### config.mk
export PLATFORM = sky130hd
export DESIGN_NAME = pattern_generator
export DESIGN_NICKNAME = d
export VERILOG_FILES = /design/src/rtl/pattern_generator.sv
export SDC_FILE = /design/constraint.sdc
export NUM_CORES = 1
export LEC_CHECK = 0
export BUFFER_PORTS_ARGS = -buffer_cell sky130_fd_sc_hd__buf_4
export CAP_MARGIN = 20
export CORE_ASPECT_RATIO = 1.4
export CORE_UTILIZATION = 45
export DETAILED_ROUTE_END_ITERATION = 8
export GPL_TIMING_DRIVEN = 0
export PLACE_DENSITY = 0.61
export SLEW_MARGIN = 15
export SYNTH_ARGS = -nofsm -noshare
export SYNTH_HDL_FRONTEND = slang
export SYNTH_SLANG_ARGS = --single-unit
### constraint.sdc
create_clock -name clk -period 3.2 [get_ports clk]
set_input_delay 0.32 -clock clk [delete_from_list [all_inputs] [get_ports clk]]
set_output_delay 0.32 -clock clk [all_outputs]
set_load 0.01 [all_outputs]
### src/rtl/pattern_generator.sv
// pattern_generator: test-pattern pixel source for the TMDS encoders.
// Four patterns (colour bars, scrolling checkerboard, bouncing box, grey ramp)
// selected by mode, which is latched only at the frame tick so the picture
// never tears. RGB is registered: one cycle of latency from x/y.
// Optional build macro PATTERN_CROSSHAIR_EN adds a white crosshair overlay
// through the screen centre.
module pattern_generator #(
  parameter int unsigned H_ACTIVE = 640,
  parameter int unsigned V_ACTIVE = 480,
  parameter int unsigned BOX_SIZE = 32,
  parameter int unsigned BOX_STEP = 2
) (
  input  logic       clk,
  input  logic       rst,
  input  logic [9:0] x,
  input  logic [9:0] y,
  input  logic       vsync,
  input  logic [1:0] mode,
  output logic [7:0] red,
  output logic [7:0] green,
  output logic [7:0] blue,
  output logic       frame_tick
);

  typedef enum logic [1:0] {
    PAT_BARS    = 2'd0,
    PAT_CHECKER = 2'd1,
    PAT_BOX     = 2'd2,
    PAT_RAMP    = 2'd3
  } pattern_t;

  typedef enum logic {
    DIR_POS = 1'b0,
    DIR_NEG = 1'b1
  } dir_t;

  localparam logic [10:0] X_LIM = 11'(H_ACTIVE - BOX_SIZE);
  localparam logic [10:0] Y_LIM = 11'(V_ACTIVE - BOX_SIZE);

  logic        vsync_q;
  logic        armed;
  logic        tick;
  logic [7:0]  frame_cnt;
  pattern_t    mode_q;
  logic [9:0]  box_x;
  logic [9:0]  box_y;
  dir_t        dir_x;
  dir_t        dir_y;
  logic [10:0] next_x;
  logic [10:0] next_y;
  logic [2:0]  bar_idx;
  logic        in_box;
  logic        blank;
  logic [23:0] pix;

  // One bounce step for one axis; returns {new direction, new position}.
  function automatic logic [10:0] axis_next(input logic [9:0] pos, input dir_t dir,
                                            input logic [10:0] lim);
    logic [10:0] p;
    p = {1'b0, pos};
    if (dir == DIR_POS) begin
      if (p + 11'(BOX_STEP) >= lim) axis_next = {DIR_NEG, lim[9:0]};
      else                          axis_next = {DIR_POS, 10'(p + 11'(BOX_STEP))};
    end else begin
      if (p <= 11'(BOX_STEP)) axis_next = {DIR_POS, 10'd0};
      else                    axis_next = {DIR_NEG, 10'(p - 11'(BOX_STEP))};
    end
  endfunction

  // armed stays low after reset until vsync has been seen low, so a vsync
  // held high across reset release cannot fire a spurious tick.
  assign tick   = vsync & ~vsync_q & armed;
  assign next_x = axis_next(box_x, dir_x, X_LIM);
  assign next_y = axis_next(box_y, dir_y, Y_LIM);

  // Frame edge detection and all per-frame state (mode, counter, box).
  always_ff @(posedge clk) begin
    if (rst) begin
      vsync_q    <= 1'b0;
      armed      <= 1'b0;
      frame_tick <= 1'b0;
      frame_cnt  <= '0;
      mode_q     <= PAT_BARS;
      box_x      <= '0;
      box_y      <= '0;
      dir_x      <= DIR_POS;
      dir_y      <= DIR_POS;
    end else begin
      vsync_q    <= vsync;
      armed      <= armed | ~vsync;
      frame_tick <= tick;
      if (tick) begin
        frame_cnt <= frame_cnt + 8'd1;
        mode_q    <= pattern_t'(mode);
        box_x     <= next_x[9:0];
        dir_x     <= dir_t'(next_x[10]);
        box_y     <= next_y[9:0];
        dir_y     <= dir_t'(next_y[10]);
      end
    end
  end

  // Pixel colour for the current x/y from the current frame state.
  always_comb begin
    pix     = '0;
    bar_idx = '0;
    for (int unsigned i = 1; i < 8; i++) begin
      if ({1'b0, x} >= 11'(i * (H_ACTIVE / 8))) bar_idx = 3'(i);
    end
    in_box = ({1'b0, x} >= {1'b0, box_x}) && ({1'b0, x} < {1'b0, box_x} + 11'(BOX_SIZE)) &&
             ({1'b0, y} >= {1'b0, box_y}) && ({1'b0, y} < {1'b0, box_y} + 11'(BOX_SIZE));
    blank  = ({1'b0, x} >= 11'(H_ACTIVE)) || ({1'b0, y} >= 11'(V_ACTIVE));
    case (mode_q)
      PAT_BARS: begin
        case (bar_idx)
          3'd0:    pix = 24'hFFFFFF;
          3'd1:    pix = 24'hFFFF00;
          3'd2:    pix = 24'h00FFFF;
          3'd3:    pix = 24'h00FF00;
          3'd4:    pix = 24'hFF00FF;
          3'd5:    pix = 24'hFF0000;
          3'd6:    pix = 24'h0000FF;
          default: pix = 24'h000000;
        endcase
      end
      PAT_CHECKER: begin
        // Only bit 5 of the wrapped x + frame_cnt sum matters.
        pix = (1'((x[5:0] + 6'(frame_cnt)) >> 5) ^ y[5]) ? 24'hFFFFFF : 24'h000000;
      end
      PAT_BOX:  pix = in_box ? 24'hFF0000 : 24'h202020;
      default:  pix = {frame_cnt, frame_cnt, frame_cnt};
    endcase
`ifdef PATTERN_CROSSHAIR_EN
    if (x == 10'(H_ACTIVE / 2) || y == 10'(V_ACTIVE / 2)) pix = '1;
`else
    // no crosshair overlay
`endif
    if (blank) pix = '0;
  end

  // Registered RGB output (one cycle latency).
  always_ff @(posedge clk) begin
    if (rst) begin
      red   <= '0;
      green <= '0;
      blue  <= '0;
    end else begin
      red   <= pix[23:16];
      green <= pix[15:8];
      blue  <= pix[7:0];
    end
  end

endmodule

Yosys cells after proc, flatten, opt, wreduce, memory -nomap -nowiden

Index checks and enable logic that the tools add are counted.

Input bits: 25
Output and inout port bits: 25
Flip-flop bits (word level): 59
Logic and storage cells: 75

Order comparisons: 17
Mux-type cells: 17
Reduce and logical (&&, ||, !) cells: 7
Bitwise logic cells: 6
Eq/ne operators: 8
Add/subtract/negate cells: 8

Operator list:

| cell                                                                | count |
|---|---|
| case mux 24 bit (7 select lines)                                    | 1 |
| case mux 24 bit (3 select lines)                                    | 1 |
| 2-to-1 mux 11 bit                                                   | 6 |
| 2-to-1 mux 24 bit                                                   | 2 |
| greater-or-equal comparator 10 x 9 -> 1 bit, second input constant  | 4 |
| adder 10 x 2 -> 11 bit, second input constant                       | 2 |
| adder 10 x 6 -> 11 bit, second input constant                       | 2 |
| < comparator 10 x 11 -> 1 bit                                       | 2 |
| greater-or-equal comparator 10 bit                                  | 2 |
| greater-or-equal comparator 10 bit, second input constant           | 2 |
| greater-or-equal comparator 10 x 8 -> 1 bit, second input constant  | 2 |
| less-or-equal comparator 10 x 2 -> 1 bit, second input constant     | 2 |
| subtractor 10 x 2 -> 10 bit, second input constant                  | 2 |
| 2-to-1 mux 3 bit                                                    | 6 |
| greater-or-equal comparator 11 x 10 -> 1 bit, second input constant | 1 |
| greater-or-equal comparator 11 x 9 -> 1 bit, second input constant  | 1 |
| greater-or-equal comparator 10 x 7 -> 1 bit, second input constant  | 1 |
| == test 3 bit, second input constant                                | 3 |
| adder 8 x 1 -> 8 bit, second input constant                         | 1 |
| adder 6 bit                                                         | 1 |
| == test 3 x 2 -> 1 bit, second input constant                       | 2 |
| == test 3 x 1 -> 1 bit, second input constant                       | 1 |
| logical AND 1 bit                                                   | 3 |
| logical NOT 3 bit                                                   | 1 |
| 10 further kinds                                                    | 12 |

Longest topological paths before layout

Gate-level depths: netlist (run 1).

Depth after elaboration: 11
Depth in mapped cells: 11
Mapped depth without buffers: 10

Worst setup path after synthesis (run 1)

No wires, ideal clock.

Path type: register to register
Start: register box_x[5]
End: register red[0]
Data arrival time: 2,266 ps
Setup slack: 875 ps
Stages on the path, launching flop included: 11
Data required time: 3,142 ps
Path through: dfxtp_1 clkbuf_1 and3_1 xnor2_1 ha_1 a21o_1 a21oi_1 o211a_1 nand4_1 a211oi_2 o21a_1

Longest elaborated chain between the ends: 7
Elaborated cells between the ends (all ways): 8
Those cells by class: add/sub: 1; order compare: 2; mux: 2; reduce/logical: 3

Ends and longest elaborated chain:

| element                            | line | source |
|---|---|---|
| from (decl)                        | 45   | `logic [9:0] box_x;` |
| from (signal assigned)             | 95   | `box_x <= next_x[9:0];` |
| adder 10 x 6 -> 11 bit             | 110  | `in_box = ({1'b0, x} >= {1'b0, box_x}) && ({1'b0, x} < {1'b0, box_x} + 11'(BOX_SIZE)) &&` |
| < comparator 10 x 11 -> 1 bit      | 110  |  |
| logical AND 1 bit * (2 in series)  | 110  |  |
| logical AND 1 bit *                | 111  | `({1'b0, y} >= {1'b0, box_y}) && ({1'b0, y} < {1'b0, box_y} + 11'(BOX_SIZE));` |
| 2-to-1 mux 24 bit *                | 130  | `PAT_BOX: pix = in_box ? 24'hFF0000 : 24'h202020;` |
| case mux 24 bit (3 select lines) * | 113  | `case (mode_q)` |
| to (signal assigned)               | 148  | `red <= pix[23:16];` |
| to (decl)                          | 19   | `output logic [7:0] red,` |

Every way passes the cells marked *; elsewhere a longest branch is shown, timed or not.
A chain may end at the register's enable or synchronous reset.

Final worst setup path (run 1)

Start: register box_x[5]
End: register red[4]

Same word-level chain as after synthesis.

==> impl_metrics.yaml, run 1 <==
finish:
  syn_to_final_growth_pct: 18.7
  diodes: 0
  drive_above_1_share_pct: 14.0
  fin_util_pct: 55.4
  fin_area_um2: 4800
  final_nets: 635
  fill_cells: 846
detailed_routing:
  drt-initial-drc-count: 189
  ant_nets: 0
  vias_per_cell: 5.92
  detail_route.first_pass.iterations: 5
  via_count: 4005
  wirelength_mm: 11.6
  drc_errors: 0
  post_drt_wl_per_cell_um: 17.2
timing:
  setup_tns_ps: 0
  finClkSkew_ps: 7.07
  rsz0062_at_grt: "no"
  finalSetupViolations: 0
  max_freq_mhz: 354
  tightest_slew_ps: 741
  max_slew_margin_pct: 50.3
  hold_viol: 0
  min_period_ps: 2830
  drv_slew: 0
  period_share_pct: 88.4
logic_synthesis:
  yosys_warnings: 0
  synth_top_area_cell: "dfxtp_1"
  synth-seq-cells: 57
  yosysSeqAreaShare_pct: 28.2
  synthCells: 509
  netlist_area_um2: 4040
  syn-num-nets: 577
  synth_area_leaders: "dfxtp_1 (28%), ha_1 (13%), a21oi_1 (7.1%), o21ai_0 (3.7%), xnor2_1 (3.7%)"
  avgSynthCellArea_um2: 7.94
  ys_types: 65
  synth_edf_count: 0
  synth_ff_type: "dfxtp_1"
  yosysTopAreaCellShare_pct: 28.2
  synth-async-reset-ratio_pct: 0
floorplan:
  ios: 50
  rows: 40
  dieWidth_um: 82.1
  coreArea_um2: 8660
  dieArea_um2: 9370
  die_height_um: 114
  initial_core_util_pct: 46.7
cts:
  numCtsBuffers: 9
  h-tree-depth: 3
  cts-root-buf: "clkbuf_16"
  cts_hold_buf: 0
  cts_num_sinks: 57
  path_clk_slew_ps: 50
  insertion_delay_ps: 340
  clockBufferDepth: 2
  cts_tree: "built"
setup_path:
  reg2reg_slack_ps: 370
  setup.worst_path.start_class: "flip-flop"
  worstPathRequired_ps: 3480
  worstPathArrival_ps: 3100
  worst_path_max_delay_cell: "a211oi_4"
  crit_buf_inv: 1
  critical_path.cell_chain: "clkbuf_1 > and3_1 > xnor2_1 > ha_1 > a21o_1 > a21oi_1 > o211a_1 > nand4_1 > a211oi_4 > o21a_1"
  path_class: "flip-flop to flip-flop"
  cp-end-kind: "flip-flop"
  path_max_fanout: 8
  path_delay_family: "compound AO/OA/AOI/OAI gates"
  critPathMaxStageDelay_ps: 490
pwr:
  power.static_leakage_nw: 1.90
  p_seq_share_pct: 39.5
  pwr_density_cell_nw_per_um2: 391
  clockPowerShare_pct: 45.7
  total_power_mw: 1.88
  switching_share_pct: 27.6
  share_comb_of_total_power_pct: 14.9
  p_sw_mw: 0.519
  peakVddDrop_mv: 0.400
  internal_power_mw: 1.36
placement:
  place_hpwl_mm: 8.94
  placed_area_um2: 4530
  portBuffers: 47
  gp_congestion: 0.890
grt:
  grt_pass1_vias: 3879
  grt_max_degree: 12
  grt_overflow: 0
  track_usage_pct: 26.5
  antenna_found_initial: 0
  grt_first_pass_wirelength_mm: 18.6
job:
  drv_cap: 0
status:
  status: "finished clean"
worst_hold_path:
  holdCritPathClass: "input pin to flip-flop"
## path summary, 6_finish.rpt
path                               start      to  cells after the start
worst max-delay path            box_x[5]  red[4]                     10
worst min-delay path               vsync   armed                      2
worst max register to register  box_x[5]  red[4]                     10
worst min register to register     armed   armed                      2
## sequential cells by signal, summed over array words and instances, names as in the netlist
register / flops
green: 8
dir_x: 1
red: 8
frame_cnt: 8
box_y: 9
mode_q: 2
blue: 8
vsync_q: 1
armed: 1
frame_tick: 1
dir_y: 1
box_x: 9
## per-stage QoR
stage,setup slack (ps),hold WS [ps],instances
finish,371,173,677
detailed placement,248,445,661
CTS,215,167,677
floorplan,875,412,509
global placement,268,437,661
global route,108,180,677
## cell type report
cell class                      instances  area, um2  area share, %
Multi-Input combinational cell        394       2680           55.9
Tap cell                              105        131           2.74
Clock inverter                          6       35.0          0.730
Timing Repair Buffer                   47        353           7.36
Clock buffer                           10        229           4.77
Sequential cell                        57       1140           23.8
Inverter                               29        109           2.27
Buffer                                 29        119           2.48
## repair_timing
item | CTS | global route
buffers inserted | 0 | 0
hold endpoints to repair | 0 | 0
setup endpoints to repair | 0 | 7
resized for setup | 0 | 1
## placed cells by master, fill, tap and decap left out, types with 11 or more instances in the layout
cell,count
a21oi_1,57
dfxtp_1,57
buf_4,48
ha_1,43
nand2_1,38
nor2_1,33
o21ai_0,30
inv_1,29
clkbuf_1,24
nor3_1,18
xnor2_1,17
nand3_1,16
and3_1,11
## metal layers
metal | vias up | global-route usage [%] | share of wire (%)
li1 | 1976 | - | -
met3 | 31 | 5.58 | 5.0
met1 | 1883 | 29.4 | 41
met2 | 115 | 45.7 | 51
met5 | - | 0 | 0
met4 | 0 | 14.3 | 3.6
## synth_stat cells, types with 3 or more instances
cell type  count
nor3_1        18
ha_1          43
inv_1         29
nand3b_1       3
dfxtp_1       57
nor4_1         4
o211ai_1       7
o21a_1         9
nor2_1        33
nand2_1       38
a311oi_1       3
o21ai_0       30
and3_1        11
nand4_1        9
xor2_1         7
a211oi_1       7
nand3_1       16
o31ai_1        9
and2_1         4
a31oi_1        3
nor2b_1        6
nand2b_1       7
buf_2          5
xnor2_1       17
a21oi_1       57
a21o_1         4
clkbuf_1      23
a221oi_1       4
## power groups by stage
stage / sequential, mW / combinational, mW / clock, mW
2_1_floorplan: 0.757 / 0.174 / 0
3_3_place_gp: 0.756 / 0.269 / 0
3_5_place_dp: 0.756 / 0.275 / 0
4_1_cts: 0.741 / 0.277 / 0.873
5_1_grt: 0.743 / 0.312 / 0.899
6_report: 0.741 / 0.279 / 0.857
## cells by family (layout without fill, tap and decap cells)
kind of cell / Yosys count / after routing / share of synthesized area (%)
AND/OR/NAND/NOR: 165 / 165 / 21.0
AO/OA/AOI/OAI: 160 / 160 / 26.1
buffers and inverters: 58 / 121 / 5.63
flip-flops: 57 / 57 / 28.2
adder cells (fa/ha/maj): 43 / 43 / 13.3
XOR/XNOR: 24 / 24 / 5.20
multiplexers: 2 / 2 / 0.495
(Power assumes the default switching activity.)
==> run 2: changes to the inputs <==
--- a/config.mk
+++ b/config.mk
@@ -10,4 +10,5 @@
 export CORE_ASPECT_RATIO = 1.4
 export CORE_UTILIZATION = 45
+export CTS_BUF_LIST = sky130_fd_sc_hd__clkbuf_8
 export DETAILED_ROUTE_END_ITERATION = 8
 export GPL_TIMING_DRIVEN = 0
==> constraint.sdc (replaced) <==
create_clock -name clk -period 3.2 [get_ports clk]
set_input_delay 0.32 -clock clk [delete_from_list [all_inputs] [get_ports clk]]
set_output_delay 0.32 -clock clk [all_outputs]
set_load 0.1 [all_outputs]
==> impl_metrics.yaml, run 2 (synthesized netlist as in run 1, its figures left out) <==
detailed_routing:
  drc_errors: 0
  via_count: 4017
  wirelength_mm: 11.5
  ant_nets: 0
  vias_per_cell: 5.93
  post_drt_wl_per_cell_um: 17.0
  detail_route.first_pass.iterations: 5
  drt-initial-drc-count: 186
setup_path:
  reg2reg_slack_ps: 360
  critPathMaxStageDelay_ps: 480
  critical_path.cell_chain: "clkbuf_1 > and3_1 > xnor2_1 > ha_1 > a21o_1 > a21oi_1 > o211a_1 > nand4_1 > a211oi_4 > o21a_1"
  worst_path_max_delay_cell: "a211oi_4"
  cp-end-kind: "flip-flop"
  setup.worst_path.start_class: "flip-flop"
  crit_buf_inv: 1
  path_class: "flip-flop to flip-flop"
  worstPathRequired_ps: 3490
  path_max_fanout: 8
  worstPathArrival_ps: 3120
  path_delay_family: "compound AO/OA/AOI/OAI gates"
grt:
  antenna_found_initial: 0
  grt_max_degree: 12
  grt_overflow: 0
  track_usage_pct: 26.2
  grt_first_pass_wirelength_mm: 18.5
  grt_pass1_vias: 3903
timing:
  hold_viol: 0
  setup_tns_ps: 0
  tightest_slew_ps: 806
  finClkSkew_ps: 11.9
  period_share_pct: 88.6
  max_freq_mhz: 353
  min_period_ps: 2840
  drv_slew: 0
  finalSetupViolations: 0
  postLayoutSetupSlackWorst_ps: 364
  hold_slack_ps: 160
  rsz0062_at_grt: "no"
  max_slew_margin_pct: 45.9
floorplan:
  dieArea_um2: 9370
  coreArea_um2: 8660
  initial_core_util_pct: 46.7
  ios: 50
  dieWidth_um: 82.1
  rows: 40
  die_height_um: 114
cts:
  h-tree-depth: 3
  clockBufferDepth: 2
  insertion_delay_ps: 350
  cts_tree: "built"
  cts-root-buf: "clkbuf_8"
  numCtsBuffers: 9
  path_clk_slew_ps: 70
  cts_num_sinks: 57
placement:
  place_hpwl_mm: 8.94
  dpl_worst_slack_ps: 248
  place_inst: 661
  gp_congestion: 0.890
  placed_area_um2: 4530
  portBuffers: 47
finish:
  final_cell_mix: "a21oi_1 (57), dfxtp_1 (57), buf_4 (48), ha_1 (43), nand2_1 (38)"
  top_regs: "box_x (9), box_y (9)"
  final_nets: 635
  drive_above_1_share_pct: 14.0
  diodes: 0
  stdcell_count: 677
  fin_area_um2: 4700
  fin_util_pct: 54.2
  syn_to_final_growth_pct: 16.2
  fill_cells: 866
pwr:
  pwr_density_cell_nw_per_um2: 351
  total_power_mw: 1.65
  power.static_leakage_nw: 1.86
  peakVddDrop_mv: 0.256
worst_hold_path:
  holdCritPathClass: "input pin to flip-flop"
job:
  drv_cap: 0
status:
  status: "finished clean"
run 2: cell types whose count changed in the layout (fill, tap and decap cells not counted):
cell | before | now
clkbuf_16 | 9 | 0
clkbuf_8 | 0 | 9
clkbuf_1 | 24 | 23
inv_1 | 29 | 30
run 2: final timing paths:
check,start,to,cells after the start
hold / removal,vsync,armed,2
setup / recovery,box_x[5],red[4],10
setup reg to reg,box_x[5],red[4],10
hold reg to reg,armed,armed,2
run 2: timing repair:
item | CTS | global route
hold buffers | 0 | 0
endpoints found under the setup margin | 0 | 7
gates resized for setup | 0 | 1
buffers inserted | 0 | 0
run 2: metal layers:
layer	track usage, %	up-vias	share of wire [%]
met5	0	-	0
met1	29.3	1873	40
met3	5.90	32	5.4
met2	45.2	138	51
li1	-	1974	-
met4	13.3	0	3.8
run 2: power by group:
| group | internal (mW) | switching, mW |
|---|---|---|
| Combinational | 0.115 | 0.217 |
| Clock | 0.271 | 0.304 |
| Sequential | 0.726 | 0.0138 |
| Total | 1.11 | 0.535 |
run 2: worst register-to-register path, cell delays in order, from the launching register on:
cell and delay, ps:
dfxtp_1 380, clkbuf_1 330, and3_1 290, xnor2_1 160, ha_1 280, a21o_1 180
a21oi_1 160, o211a_1 160, nand4_1 180, a211oi_4 480, o21a_1 180
run 2: layout make-up:
class / instances / area, um2 / share of cell area (%)
multi-input cells: 394 / 2680 / 57.1
flip-flops and latches: 57 / 1140 / 24.3
repair buffers: 47 / 353 / 7.51
well taps: 105 / 131 / 2.80
clock buffers: 9 / 124 / 2.64
plain buffers: 29 / 119 / 2.53
inverters: 29 / 109 / 2.32
clock inverters: 7 / 38.8 / 0.826
==> run 3: changes to the inputs <==
Settings changed: CELL_PAD_IN_SITES_DETAIL_PLACEMENT from default to 1, CELL_PAD_IN_SITES_GLOBAL_PLACEMENT from default to 2, CORE_UTILIZATION 45 to 36, PLACE_DENSITY 0.61 to 0.8, SKIP_LAST_GASP from default to 1.
==> impl_metrics.yaml, run 3 (synthesized netlist as in run 1, its figures left out) <==
timing:
  tightest_slew_ps: 869
  drv_slew: 0
  period_share_pct: 93.2
  rsz0062_at_grt: "no"
  postLayoutSetupSlackWorst_ps: 218
  min_period_ps: 2980
  hold_viol: 0
  setup_tns_ps: 0
  finClkSkew_ps: 13.7
  finalSetupViolations: 0
  max_slew_margin_pct: 41.7
  max_freq_mhz: 335
finish:
  diodes: 0
  final_nets: 635
  final_cell_mix: "a21oi_1 (57), dfxtp_1 (57), buf_4 (48), ha_1 (43), nand2_1 (38)"
  syn_to_final_growth_pct: 18.9
  top_regs: "box_x (9), box_y (9)"
  drive_above_1_share_pct: 14.2
grt:
  grt_first_pass_wirelength_mm: 21.0
  grt_pass1_vias: 4153
  track_usage_pct: 23.3
  grt_overflow: 0
  antenna_found_initial: 0
  grt_max_degree: 13
cts:
  cts-root-buf: "clkbuf_8"
  cts_num_sinks: 57
  numCtsBuffers: 9
  insertion_delay_ps: 350
  path_clk_slew_ps: 80
  cts_setup_buffers: 0
  clockBufferDepth: 2
  cts_tree: "built"
  h-tree-depth: 3
placement:
  dpl_worst_slack_ps: 125
  place_hpwl_mm: 10.4
  gp_congestion: 0.878
  portBuffers: 47
floorplan:
  dieArea_um2: 11700
  initial_core_util_pct: 37.2
  coreArea_um2: 10900
  die_height_um: 127
  ios: 50
  dieWidth_um: 91.5
  rows: 45
detailed_routing:
  routed.top_layer: "met4"
  vias_per_cell: 5.65
  wirelength_mm: 13.0
  post_drt_wl_per_cell_um: 18.2
  dr_wl_met3_um: 396
  ant_nets: 0
  wl_met1_mm: 4.95
  drt-initial-drc-count: 137
  via_count: 4027
  detail_route.first_pass.iterations: 4
  drc_errors: 0
  wl_met2_mm: 7.15
setup_path:
  critical_path.cell_chain: "clkbuf_1 > and3_1 > xnor2_1 > ha_1 > a21o_1 > a21oi_1 > o211a_1 > nand4_1 > a211oi_4 > o21a_1"
  cp-end-kind: "flip-flop"
  critPathMaxStageDelay_ps: 510
  worstPathArrival_ps: 3280
  path_max_fanout: 8
  worst_path_max_delay_cell: "a211oi_4"
  path_class: "flip-flop to flip-flop"
  setup.worst_path.start_class: "flip-flop"
  worstPathRequired_ps: 3500
worst_hold_path:
  holdCritPathClass: "input pin to flip-flop"
pwr:
  peakVddDrop_mv: 0.217
  total_power_mw: 1.86
  pwr_density_cell_nw_per_um2: 386
  power.static_leakage_nw: 1.88
status:
  status: "finished clean"
job:
  drv_cap: 0
## run 3: final cells by class
| cell class | count | area [um2] |
|---|---|---|
| fill | 1340 | 6060 |
| multi-input combinational | 394 | 2680 |
| inverter | 29 | 109 |
| tap | 141 | 176 |
| timing repair buffer | 47 | 353 |
| clock inverter | 7 | 103 |
| sequential | 57 | 1140 |
| buffer | 29 | 119 |
| clock buffer | 9 | 124 |
## run 3: per-layer routing
metal,global-route usage (%),vias to the layer above
met5,0,-
met4,11.9,0
met3,3.69,35
met2,45.4,92
met1,23.6,1927
li1,-,1973
## run 3: what timing repair did
action	4_1_cts	5_1_grt
hold buffers	0	0
endpoints found under the setup margin	0	7
gates resized for setup	0	1
## run 3: worst paths after layout
kind            end  slack, ps  cells after the start     start
max          red[3]        220                     10  box_x[5]
min           armed        160                      2     vsync
min reg2reg   armed        470                      2     armed
max reg2reg  red[3]        220                     10  box_x[5]
## run 3: per-stage QoR
| step | util, % | cells | area [um2] | hold slack [ps] |
|---|---|---|---|---|
| 6_report | 44.2 | 713 | 4800 | 155 |
| 5_1_grt | 44.2 | 713 | 4800 | 153 |
| 4_1_cts | 44.1 | 713 | 4800 | 137 |
| 3_5_place_dp | 42.1 | 697 | 4570 | 452 |
| 3_3_place_gp | 42.1 | 697 | 4570 | 440 |
| 2_1_floorplan | - | 509 | 4040 | 412 |
## run 3: critical path, delay by kind of cell (launching register included)
family / cells / cell delay, ps
adders and majority gates: 1 / 260
xor gates and xnor gates: 1 / 140
buffers and inverters: 1 / 380
AOI/OAI and AO/OA: 5 / 1210
and+or+nand+nor: 2 / 530
DFF: 1 / 400
## run 3: where the power goes
part	switching [mW]	leakage, nW	internal [mW]	total (mW)
clock network	0.335	0.110	0.444	0.779
registers	0.0149	0.462	0.726	0.741
logic	0.220	1.31	0.115	0.336
total	0.570	1.88	1.29	1.86
